### config.mk
export PLATFORM = sky130hd
export DESIGN_NAME = bus_master_port_flat
export DESIGN_NICKNAME = d
export VERILOG_FILES = /design/src/rtl/bus_pkg.sv /design/src/rtl/bus_master_port_if.sv /design/src/rtl/bus_shift_reg.sv /design/src/rtl/bus_master_port.sv /design/src/flat_wrapper.sv
export SDC_FILE = /design/constraint.sdc
export NUM_CORES = 1
export LEC_CHECK = 0
export CAP_MARGIN = 20
export CORE_UTILIZATION = 45
export CTS_CLUSTER_DIAMETER = 120
export DETAILED_ROUTE_END_ITERATION = 8
export GPL_TIMING_DRIVEN = 0
export PLACE_DENSITY = 0.75
export SLEW_MARGIN = 20
export SYNTH_ARGS = -nofsm -noshare
export SYNTH_HDL_FRONTEND = slang
export SYNTH_SLANG_ARGS = --single-unit
export TNS_END_PERCENT = 5
### constraint.sdc
create_clock -name clk -period 1.6 [get_ports clk]
set_clock_uncertainty 0.05 [all_clocks]
set_input_delay 0.4 -clock clk [delete_from_list [all_inputs] [get_ports clk]]
set_output_delay 0.4 -clock clk [all_outputs]
set_load 0.02 [all_outputs]
### src/rtl/bus_pkg.sv
// Shared defaults and master FSM state type for the bus master port.
package bus_pkg;

  localparam int unsigned ADDR_W_DEF      = 12;
  localparam int unsigned DATA_W_DEF      = 8;
  localparam int unsigned TIMEOUT_CYC_DEF = 64;

  // Encodings kept identical to the legacy port so state probes still decode.
  localparam logic [2:0] IDLE_ENC     = 3'd0;
  localparam logic [2:0] SHIFT_ENC    = 3'd1;
  localparam logic [2:0] WAIT_ACK_ENC = 3'd2;
  localparam logic [2:0] WAIT_RD_ENC  = 3'd3;
  localparam logic [2:0] RECV_ENC     = 3'd4;
  localparam logic [2:0] RESP_ENC     = 3'd5;

  typedef enum logic [2:0] {
    ST_IDLE     = IDLE_ENC,
    ST_SHIFT    = SHIFT_ENC,
    ST_WAIT_ACK = WAIT_ACK_ENC,
    ST_WAIT_RD  = WAIT_RD_ENC,
    ST_RECV     = RECV_ENC,
    ST_RESP     = RESP_ENC
  } bus_mstate_t;

endpackage

### src/rtl/bus_master_port_if.sv
// Core request/response handshake plus serial bus lines of the bus master port.
// master: the port itself; slave: the core and downstream slave seen together.
interface bus_master_port_if
  import bus_pkg::*;
#(
  parameter int unsigned ADDR_W = ADDR_W_DEF,
  parameter int unsigned DATA_W = DATA_W_DEF
);

  logic              req_valid;
  logic              req_ready;
  logic              req_write;
  logic [ADDR_W-1:0] req_addr;
  logic [DATA_W-1:0] req_wdata;
  logic              rsp_valid;
  logic              rsp_ready;
  logic [DATA_W-1:0] rsp_rdata;
  logic              rsp_err;
  logic              write_enable;
  logic              read_enable;
  logic              m_valid;
  logic              m_address;
  logic              m_data;
  logic              m_ready;
  logic              s_valid;
  logic              s_ready;
  logic              s_rdata;

  modport master (
    input  req_valid, req_write, req_addr, req_wdata, rsp_ready,
           s_valid, s_ready, s_rdata,
    output req_ready, rsp_valid, rsp_rdata, rsp_err,
           write_enable, read_enable, m_valid, m_address, m_data, m_ready
  );

  modport slave (
    output req_valid, req_write, req_addr, req_wdata, rsp_ready,
           s_valid, s_ready, s_rdata,
    input  req_ready, rsp_valid, rsp_rdata, rsp_err,
           write_enable, read_enable, m_valid, m_address, m_data, m_ready
  );

endinterface

### src/rtl/bus_shift_reg.sv
// Loadable right-shift register with bit counter: serial out at q[0] (PISO),
// serial in at the MSB (SIPO, LSB-first data ends up aligned after W shifts).
module bus_shift_reg #(
  parameter int unsigned W  = 8,
  parameter int unsigned CW = $clog2(W + 1)
) (
  input  logic          clk,
  input  logic          rstn,
  input  logic          load,
  input  logic [W-1:0]  load_val,
  input  logic          shift_en,
  input  logic          shift_in,
  output logic [W-1:0]  q,
  output logic [CW-1:0] count
);

  logic [W-1:0] q_shifted;

  if (W == 1) begin : g_w1
    assign q_shifted = shift_in;
  end else begin : g_wn
    assign q_shifted = {shift_in, q[W-1:1]};
  end

  always_ff @(posedge clk or negedge rstn) begin
    if (!rstn) begin
      q     <= '0;
      count <= '0;
    end else if (load) begin
      q     <= load_val;
      count <= '0;
    end else if (shift_en) begin
      q     <= q_shifted;
      count <= count + CW'(1);
    end
  end

endmodule

### src/rtl/bus_master_port.sv
// Master-side serial bus port: one parallel request in, serial addr/data out,
// serial read data back in. Optional slave-response timeout: BUS_TIMEOUT_EN.
module bus_master_port
  import bus_pkg::*;
#(
  parameter int unsigned ADDR_W      = ADDR_W_DEF,
  parameter int unsigned DATA_W      = DATA_W_DEF,
  parameter int unsigned TIMEOUT_CYC = TIMEOUT_CYC_DEF
) (
  input  logic              clk,
  input  logic              rstn,
  bus_master_port_if.master bus
);

  localparam int unsigned    ACW    = $clog2(ADDR_W + 1);
  localparam int unsigned    RCW    = $clog2(DATA_W + 1);
  localparam logic [ACW-1:0] A_LAST = ACW'(ADDR_W - 1);
  localparam logic [RCW-1:0] R_LAST = RCW'(DATA_W - 1);

  if (DATA_W > ADDR_W) begin : g_param_check
    $error("bus_master_port: DATA_W (%0d) must not exceed ADDR_W (%0d)", DATA_W, ADDR_W);
  end

  bus_mstate_t       state, state_nxt;
  logic              wr_q, err_q;
  logic              accept, shifting, sh_last, waiting, resp;
  logic              rd_cap, rd_last, tmo_exp, tmo_fire;
  logic [ADDR_W-1:0] a_q, d_q;
  logic [ACW-1:0]    a_cnt, d_cnt;
  logic [DATA_W-1:0] r_q;
  logic [RCW-1:0]    r_cnt;
  logic              unused_bits;

  assign accept   = (state == ST_IDLE) && bus.req_valid;
  assign shifting = (state == ST_SHIFT);
  assign sh_last  = shifting && (a_cnt == A_LAST);
  assign waiting  = (state == ST_WAIT_ACK) || (state == ST_WAIT_RD) || (state == ST_RECV);
  assign resp     = (state == ST_RESP);
  assign rd_cap   = ((state == ST_WAIT_RD) || (state == ST_RECV)) && bus.s_valid;
  assign rd_last  = rd_cap && (r_cnt == R_LAST);

  bus_shift_reg #(.W(ADDR_W)) u_addr_sr (
    .clk      (clk),
    .rstn     (rstn),
    .load     (accept),
    .load_val (bus.req_addr),
    .shift_en (shifting),
    .shift_in (1'b0),
    .q        (a_q),
    .count    (a_cnt)
  );

  // Write data is zero-extended to the address length so m_data reads 0 past DATA_W.
  bus_shift_reg #(.W(ADDR_W)) u_wdata_sr (
    .clk      (clk),
    .rstn     (rstn),
    .load     (accept),
    .load_val (bus.req_write ? ADDR_W'(bus.req_wdata) : '0),
    .shift_en (shifting),
    .shift_in (1'b0),
    .q        (d_q),
    .count    (d_cnt)
  );

  bus_shift_reg #(.W(DATA_W)) u_rdata_sr (
    .clk      (clk),
    .rstn     (rstn),
    .load     (accept),
    .load_val ('0),
    .shift_en (rd_cap),
    .shift_in (bus.s_rdata),
    .q        (r_q),
    .count    (r_cnt)
  );

`ifdef BUS_TIMEOUT_EN
  localparam int unsigned   TW       = $clog2(TIMEOUT_CYC + 1);
  localparam logic [TW-1:0] TMO_LAST = TW'(TIMEOUT_CYC - 1);
  logic [TW-1:0] tmo_cnt;

  assign tmo_exp = waiting && (tmo_cnt == TMO_LAST);

  // Restarts on every state change (entry into each wait state) and on each captured bit.
  always_ff @(posedge clk or negedge rstn) begin
    if (!rstn) begin
      tmo_cnt <= '0;
    end else if ((state_nxt != state) || rd_cap) begin
      tmo_cnt <= '0;
    end else if (waiting) begin
      tmo_cnt <= tmo_cnt + TW'(1);
    end
  end
`else
  logic [31:0] unused_tmo_cyc;
  assign unused_tmo_cyc = TIMEOUT_CYC;
  assign tmo_exp        = 1'b0;
`endif

  assign unused_bits = ^{a_q, d_q, d_cnt, waiting};

  // A captured bit or ack always takes priority over an expiring timeout.
  always_comb begin
    state_nxt = state;
    tmo_fire  = 1'b0;
    unique case (state)
      ST_IDLE:     if (accept) state_nxt = ST_SHIFT;
      ST_SHIFT:    if (sh_last) state_nxt = wr_q ? ST_WAIT_ACK : ST_WAIT_RD;
      ST_WAIT_ACK: begin
        if (bus.s_ready) begin
          state_nxt = ST_RESP;
        end else if (tmo_exp) begin
          state_nxt = ST_RESP;
          tmo_fire  = 1'b1;
        end
      end
      ST_WAIT_RD, ST_RECV: begin
        if (rd_last) begin
          state_nxt = ST_RESP;
        end else if (rd_cap) begin
          state_nxt = ST_RECV;
        end else if (tmo_exp) begin
          state_nxt = ST_RESP;
          tmo_fire  = 1'b1;
        end
      end
      ST_RESP:     if (bus.rsp_ready) state_nxt = ST_IDLE;
      default:     state_nxt = ST_IDLE;
    endcase
  end

  always_ff @(posedge clk or negedge rstn) begin
    if (!rstn) begin
      state <= ST_IDLE;
      wr_q  <= 1'b0;
      err_q <= 1'b0;
    end else begin
      state <= state_nxt;
      if (accept) begin
        wr_q  <= bus.req_write;
        err_q <= 1'b0;
      end else if (tmo_fire) begin
        err_q <= 1'b1;
      end
    end
  end

  assign bus.req_ready    = (state == ST_IDLE);
  assign bus.m_valid      = shifting;
  assign bus.m_address    = shifting & a_q[0];
  assign bus.m_data       = shifting & d_q[0];
  assign bus.write_enable = shifting && (a_cnt == '0) && wr_q;
  assign bus.read_enable  = shifting && (a_cnt == '0) && !wr_q;
  assign bus.m_ready      = (state == ST_WAIT_RD) || (state == ST_RECV);
  assign bus.rsp_valid    = resp;
  assign bus.rsp_err      = resp && err_q;
  assign bus.rsp_rdata    = (resp && !wr_q && !err_q) ? r_q : '0;

endmodule

### src/flat_wrapper.sv
// flat-port wrapper written by rule: the top's interface ports become plain ports
module bus_master_port_flat import bus_pkg::*;
#(
  parameter int unsigned ADDR_W      = ADDR_W_DEF,
  parameter int unsigned DATA_W      = DATA_W_DEF,
  parameter int unsigned TIMEOUT_CYC = TIMEOUT_CYC_DEF
)
  (clk, rstn, bus_req_valid, bus_req_write, bus_req_addr, bus_req_wdata, bus_rsp_ready, bus_s_valid, bus_s_ready, bus_s_rdata, bus_req_ready, bus_rsp_valid, bus_rsp_rdata, bus_rsp_err, bus_write_enable, bus_read_enable, bus_m_valid, bus_m_address, bus_m_data, bus_m_ready);
  bus_master_port_if #(.ADDR_W(ADDR_W), .DATA_W(DATA_W)) bus_i ();
  input  logic clk;
  input  logic rstn;
  input wire logic [$bits(bus_i.req_valid)-1:0] bus_req_valid;
  input wire logic [$bits(bus_i.req_write)-1:0] bus_req_write;
  input wire logic [$bits(bus_i.req_addr)-1:0] bus_req_addr;
  input wire logic [$bits(bus_i.req_wdata)-1:0] bus_req_wdata;
  input wire logic [$bits(bus_i.rsp_ready)-1:0] bus_rsp_ready;
  input wire logic [$bits(bus_i.s_valid)-1:0] bus_s_valid;
  input wire logic [$bits(bus_i.s_ready)-1:0] bus_s_ready;
  input wire logic [$bits(bus_i.s_rdata)-1:0] bus_s_rdata;
  output wire logic [$bits(bus_i.req_ready)-1:0] bus_req_ready;
  output wire logic [$bits(bus_i.rsp_valid)-1:0] bus_rsp_valid;
  output wire logic [$bits(bus_i.rsp_rdata)-1:0] bus_rsp_rdata;
  output wire logic [$bits(bus_i.rsp_err)-1:0] bus_rsp_err;
  output wire logic [$bits(bus_i.write_enable)-1:0] bus_write_enable;
  output wire logic [$bits(bus_i.read_enable)-1:0] bus_read_enable;
  output wire logic [$bits(bus_i.m_valid)-1:0] bus_m_valid;
  output wire logic [$bits(bus_i.m_address)-1:0] bus_m_address;
  output wire logic [$bits(bus_i.m_data)-1:0] bus_m_data;
  output wire logic [$bits(bus_i.m_ready)-1:0] bus_m_ready;
  assign bus_i.req_valid = bus_req_valid;
  assign bus_i.req_write = bus_req_write;
  assign bus_i.req_addr = bus_req_addr;
  assign bus_i.req_wdata = bus_req_wdata;
  assign bus_i.rsp_ready = bus_rsp_ready;
  assign bus_i.s_valid = bus_s_valid;
  assign bus_i.s_ready = bus_s_ready;
  assign bus_i.s_rdata = bus_s_rdata;
  assign bus_req_ready = bus_i.req_ready;
  assign bus_rsp_valid = bus_i.rsp_valid;
  assign bus_rsp_rdata = bus_i.rsp_rdata;
  assign bus_rsp_err = bus_i.rsp_err;
  assign bus_write_enable = bus_i.write_enable;
  assign bus_read_enable = bus_i.read_enable;
  assign bus_m_valid = bus_i.m_valid;
  assign bus_m_address = bus_i.m_address;
  assign bus_m_data = bus_i.m_data;
  assign bus_m_ready = bus_i.m_ready;
  bus_master_port #(.ADDR_W(ADDR_W), .DATA_W(DATA_W), .TIMEOUT_CYC(TIMEOUT_CYC)) u_core (.clk(clk), .rstn(rstn), .bus(bus_i));
endmodule
==> reports/results.ini <==
[clock_network]
clkTransAtPathRegs_ps=80
clock_sinks=40
cts_max_level=2
clock_latency_ps=290
cts_tree=done
numCtsBuffers=5
clk_path_buf_depth=2
clockRootBuffer=clkbuf_8

[synthesis]
synth_top_area_share_pct=48.8
syn-num-nets=260
yosysMostFrequentCell=nand2_1
yosysWarnings=0
async_reset_ff_share_pct=100
synth.area.top_cells=dfrtp_1 49%, nand2_1 10%, mux2i_1 4.9%
syn_inst=229
yosys_register_bits=40
yosysUniqueCellTypes=39
yosysSeqAreaShare_pct=48.8
synthFlopType=dfrtp_1
synth-edff-count=0
synthTopCellsByCount=55 x nand2_1, 40 x dfrtp_1, 17 x o21ai_0, 15 x nor2_1
syn_area_mm2=0.00205
syn_avg_cell_area_um2=8.96
synth_top_area_cell=dfrtp_1

[timing]
rsz0062_at_grt=true
finalHoldViolCount=0
fin_crit_sh_pct=122
drv_slew=0
fin_crit_ps=1940
max_freq_ghz=0.514
setup_slack_ps=-345
hold_slack_ps=446
finalSetupViolCount=25

[worst_setup_path]
critical_path_required_ps=1150
cp_max_fo=8
crit_type=reg2out
worst_ep_arrival_time_ps=1490
cp-start-kind=flip-flop
endpoint_kind=output port

[power]
p_leak_nw=1.36
p_total_w=0.00445
power_density_mw_per_mm2=1550
ir_drop_mv=0.996

[finish]
area_growth_pct=39.6
layout-drive-gt1-share_pct=24.4
layoutNonFillerInstCount=339
diodes=0
nets=317

[placement]
place.gp.congestion=0.776
dp_hpwl_um=3120
port_buffers=42
placedCellCount=324

[routing]
ant_nets=0
wl_met3_um=180
top_layer=met4
wl_met1_um=2040
drt_iter0_markers=121
drt_wl_total_um=4370
viasPerCell=5.20
wl_per_cell_um=12.9
dr_total_vias=1763
first_pass_iters=4
met2_length_um=2100
remaining_drc_errors=0

[global_routing]
grt-ovfl-total=0
grt_pass1_vias=1726
grt_pass1_wl_um=7600
antenna_found_initial=0
track_usage_pct=19.5
grt_max_degree=30

[run_status]
outcome=finished, violations left
violations=negative setup slack

[die]
die-area_mm2=0.00483
num_io_pins=45
core_area_mm2=0.00435
die_x_um=69.5
dieHeight_um=69.5
initial_core_util_pct=47.1
fp-row-count=24

[worst_hold_path]
min_path_type=reg2reg

[job]
cap_viol_max_count=0

## critical path, stage by stage (launching register included)
cell and delay [ps]:
dfrtp_1 420, nor2b_4 160, and2_4 150, nor2b_4 190, and2_2 170, buf_6 110
## state kept, by name (all words and copies together), names as in the netlist
signal	count
u_core.state	3
u_core.u_addr_sr.count	4
u_core.u_addr_sr.q	12
u_core.u_rdata_sr.count	4
u_core.u_rdata_sr.q	8
u_core.u_wdata_sr.q	8
u_core.wr_q	1
## layer usage
layer / vias up / global-route usage (%)
li1: 884 / -
met1: 829 / 25.6
met2: 44 / 32.0
met3: 6 / 4.51
met4: 0 / 6.12
met5: - / 0
## kinds of logic after synthesis
kind of cell    after synthesis  synth area share (%)
other cells                   1                 0.183
compound gates               38                  11.1
buf+inv                      21                  5.43
simple gates                111                  25.4
xor+xnor                      3                  1.28
mux                          12                  5.98
fa+ha+maj                     3                  1.83
flops                        40                  48.8
## repair_timing
item	4_1_cts	5_1_grt
pin swaps	0	2
cloned	0	0
setup buffers	7	0
gates resized for setup	103	13
setup endpoints to repair	46	54
hold buffers	1	0
hold endpoints to repair	11	0
## placed cells by master (no fill, tap or decap), types with 2 or more instances in the layout
cell and count:
nand3_1 12, clkbuf_1 2, a21oi_1 3, buf_8 2
and2_2 9, o21ai_0 15, and2_4 2, nor2b_4 2
nand4_1 2, nand2_2 2, buf_4 11, a31oi_1 9
clkdlybuf4s50_1 25, nor2b_1 2, inv_1 3, buf_6 17
xor2_1 2, clkbuf_8 6, mux2i_1 10, ha_1 3
buf_2 3, a22oi_1 3, nor2_1 14, dfrtp_1 40
buf_12 2, clkbuf_2 3, nand2_1 53, o21ai_1 2
nand2b_1 2
## final timing paths
path                                                start                        end  slack [ps]  depth (start not counted)
worst max-delay path                      u_core.state[1]           bus_rsp_rdata[5]        -340                          5
worst min-delay path                u_core.u_addr_sr.q[0]      u_core.u_addr_sr.q[0]         450                          2
worst max register to register  u_core.u_addr_sr.count[0]            u_core.state[0]        -260                          6
worst min register to register      u_core.u_addr_sr.q[0]      u_core.u_addr_sr.q[0]         450                          2
max in group asynchronous                            rstn  u_core.u_addr_sr.count[3]         580                          3
min in group asynchronous                            rstn     u_core.u_wdata_sr.q[0]         470                          2
## metrics by stage
step                worst slack, ps  util (%)  TNS [ps]  instance area (um^2)
floorplan                     -44.8         -     -1320                  2130
global placement               -961      60.0    -52940                  2610
detailed placement             -755      60.4    -15480                  2630
CTS                            -346      65.2     -5410                  2840
global route                   -430      65.8     -7170                  2860
finish                         -345      65.8     -5180                  2860
## power by group
| part | switching (W) | total, W | leakage, nW | internal, W |
|---|---|---|---|---|
| registers | 0.000224 | 0.00156 | 0.524 | 0.00134 |
| logic | 0.00109 | 0.00218 | 0.792 | 0.00109 |
| clock network | 0.000360 | 0.000710 | 0.0445 | 0.000351 |
## layout make-up
cell class | count | area, um^2
Clock inverter | 1 | 7.51
Tap cell | 52 | 65.1
Clock buffer | 7 | 86.3
Fill cell | 354 | 1490
Inverter | 4 | 27.5
Buffer | 16 | 143
Multi-Input combinational cell | 168 | 1020
Sequential cell | 40 | 1000
Timing Repair Buffer | 51 | 512
Note: power is estimated with default switching activity, not from simulation.
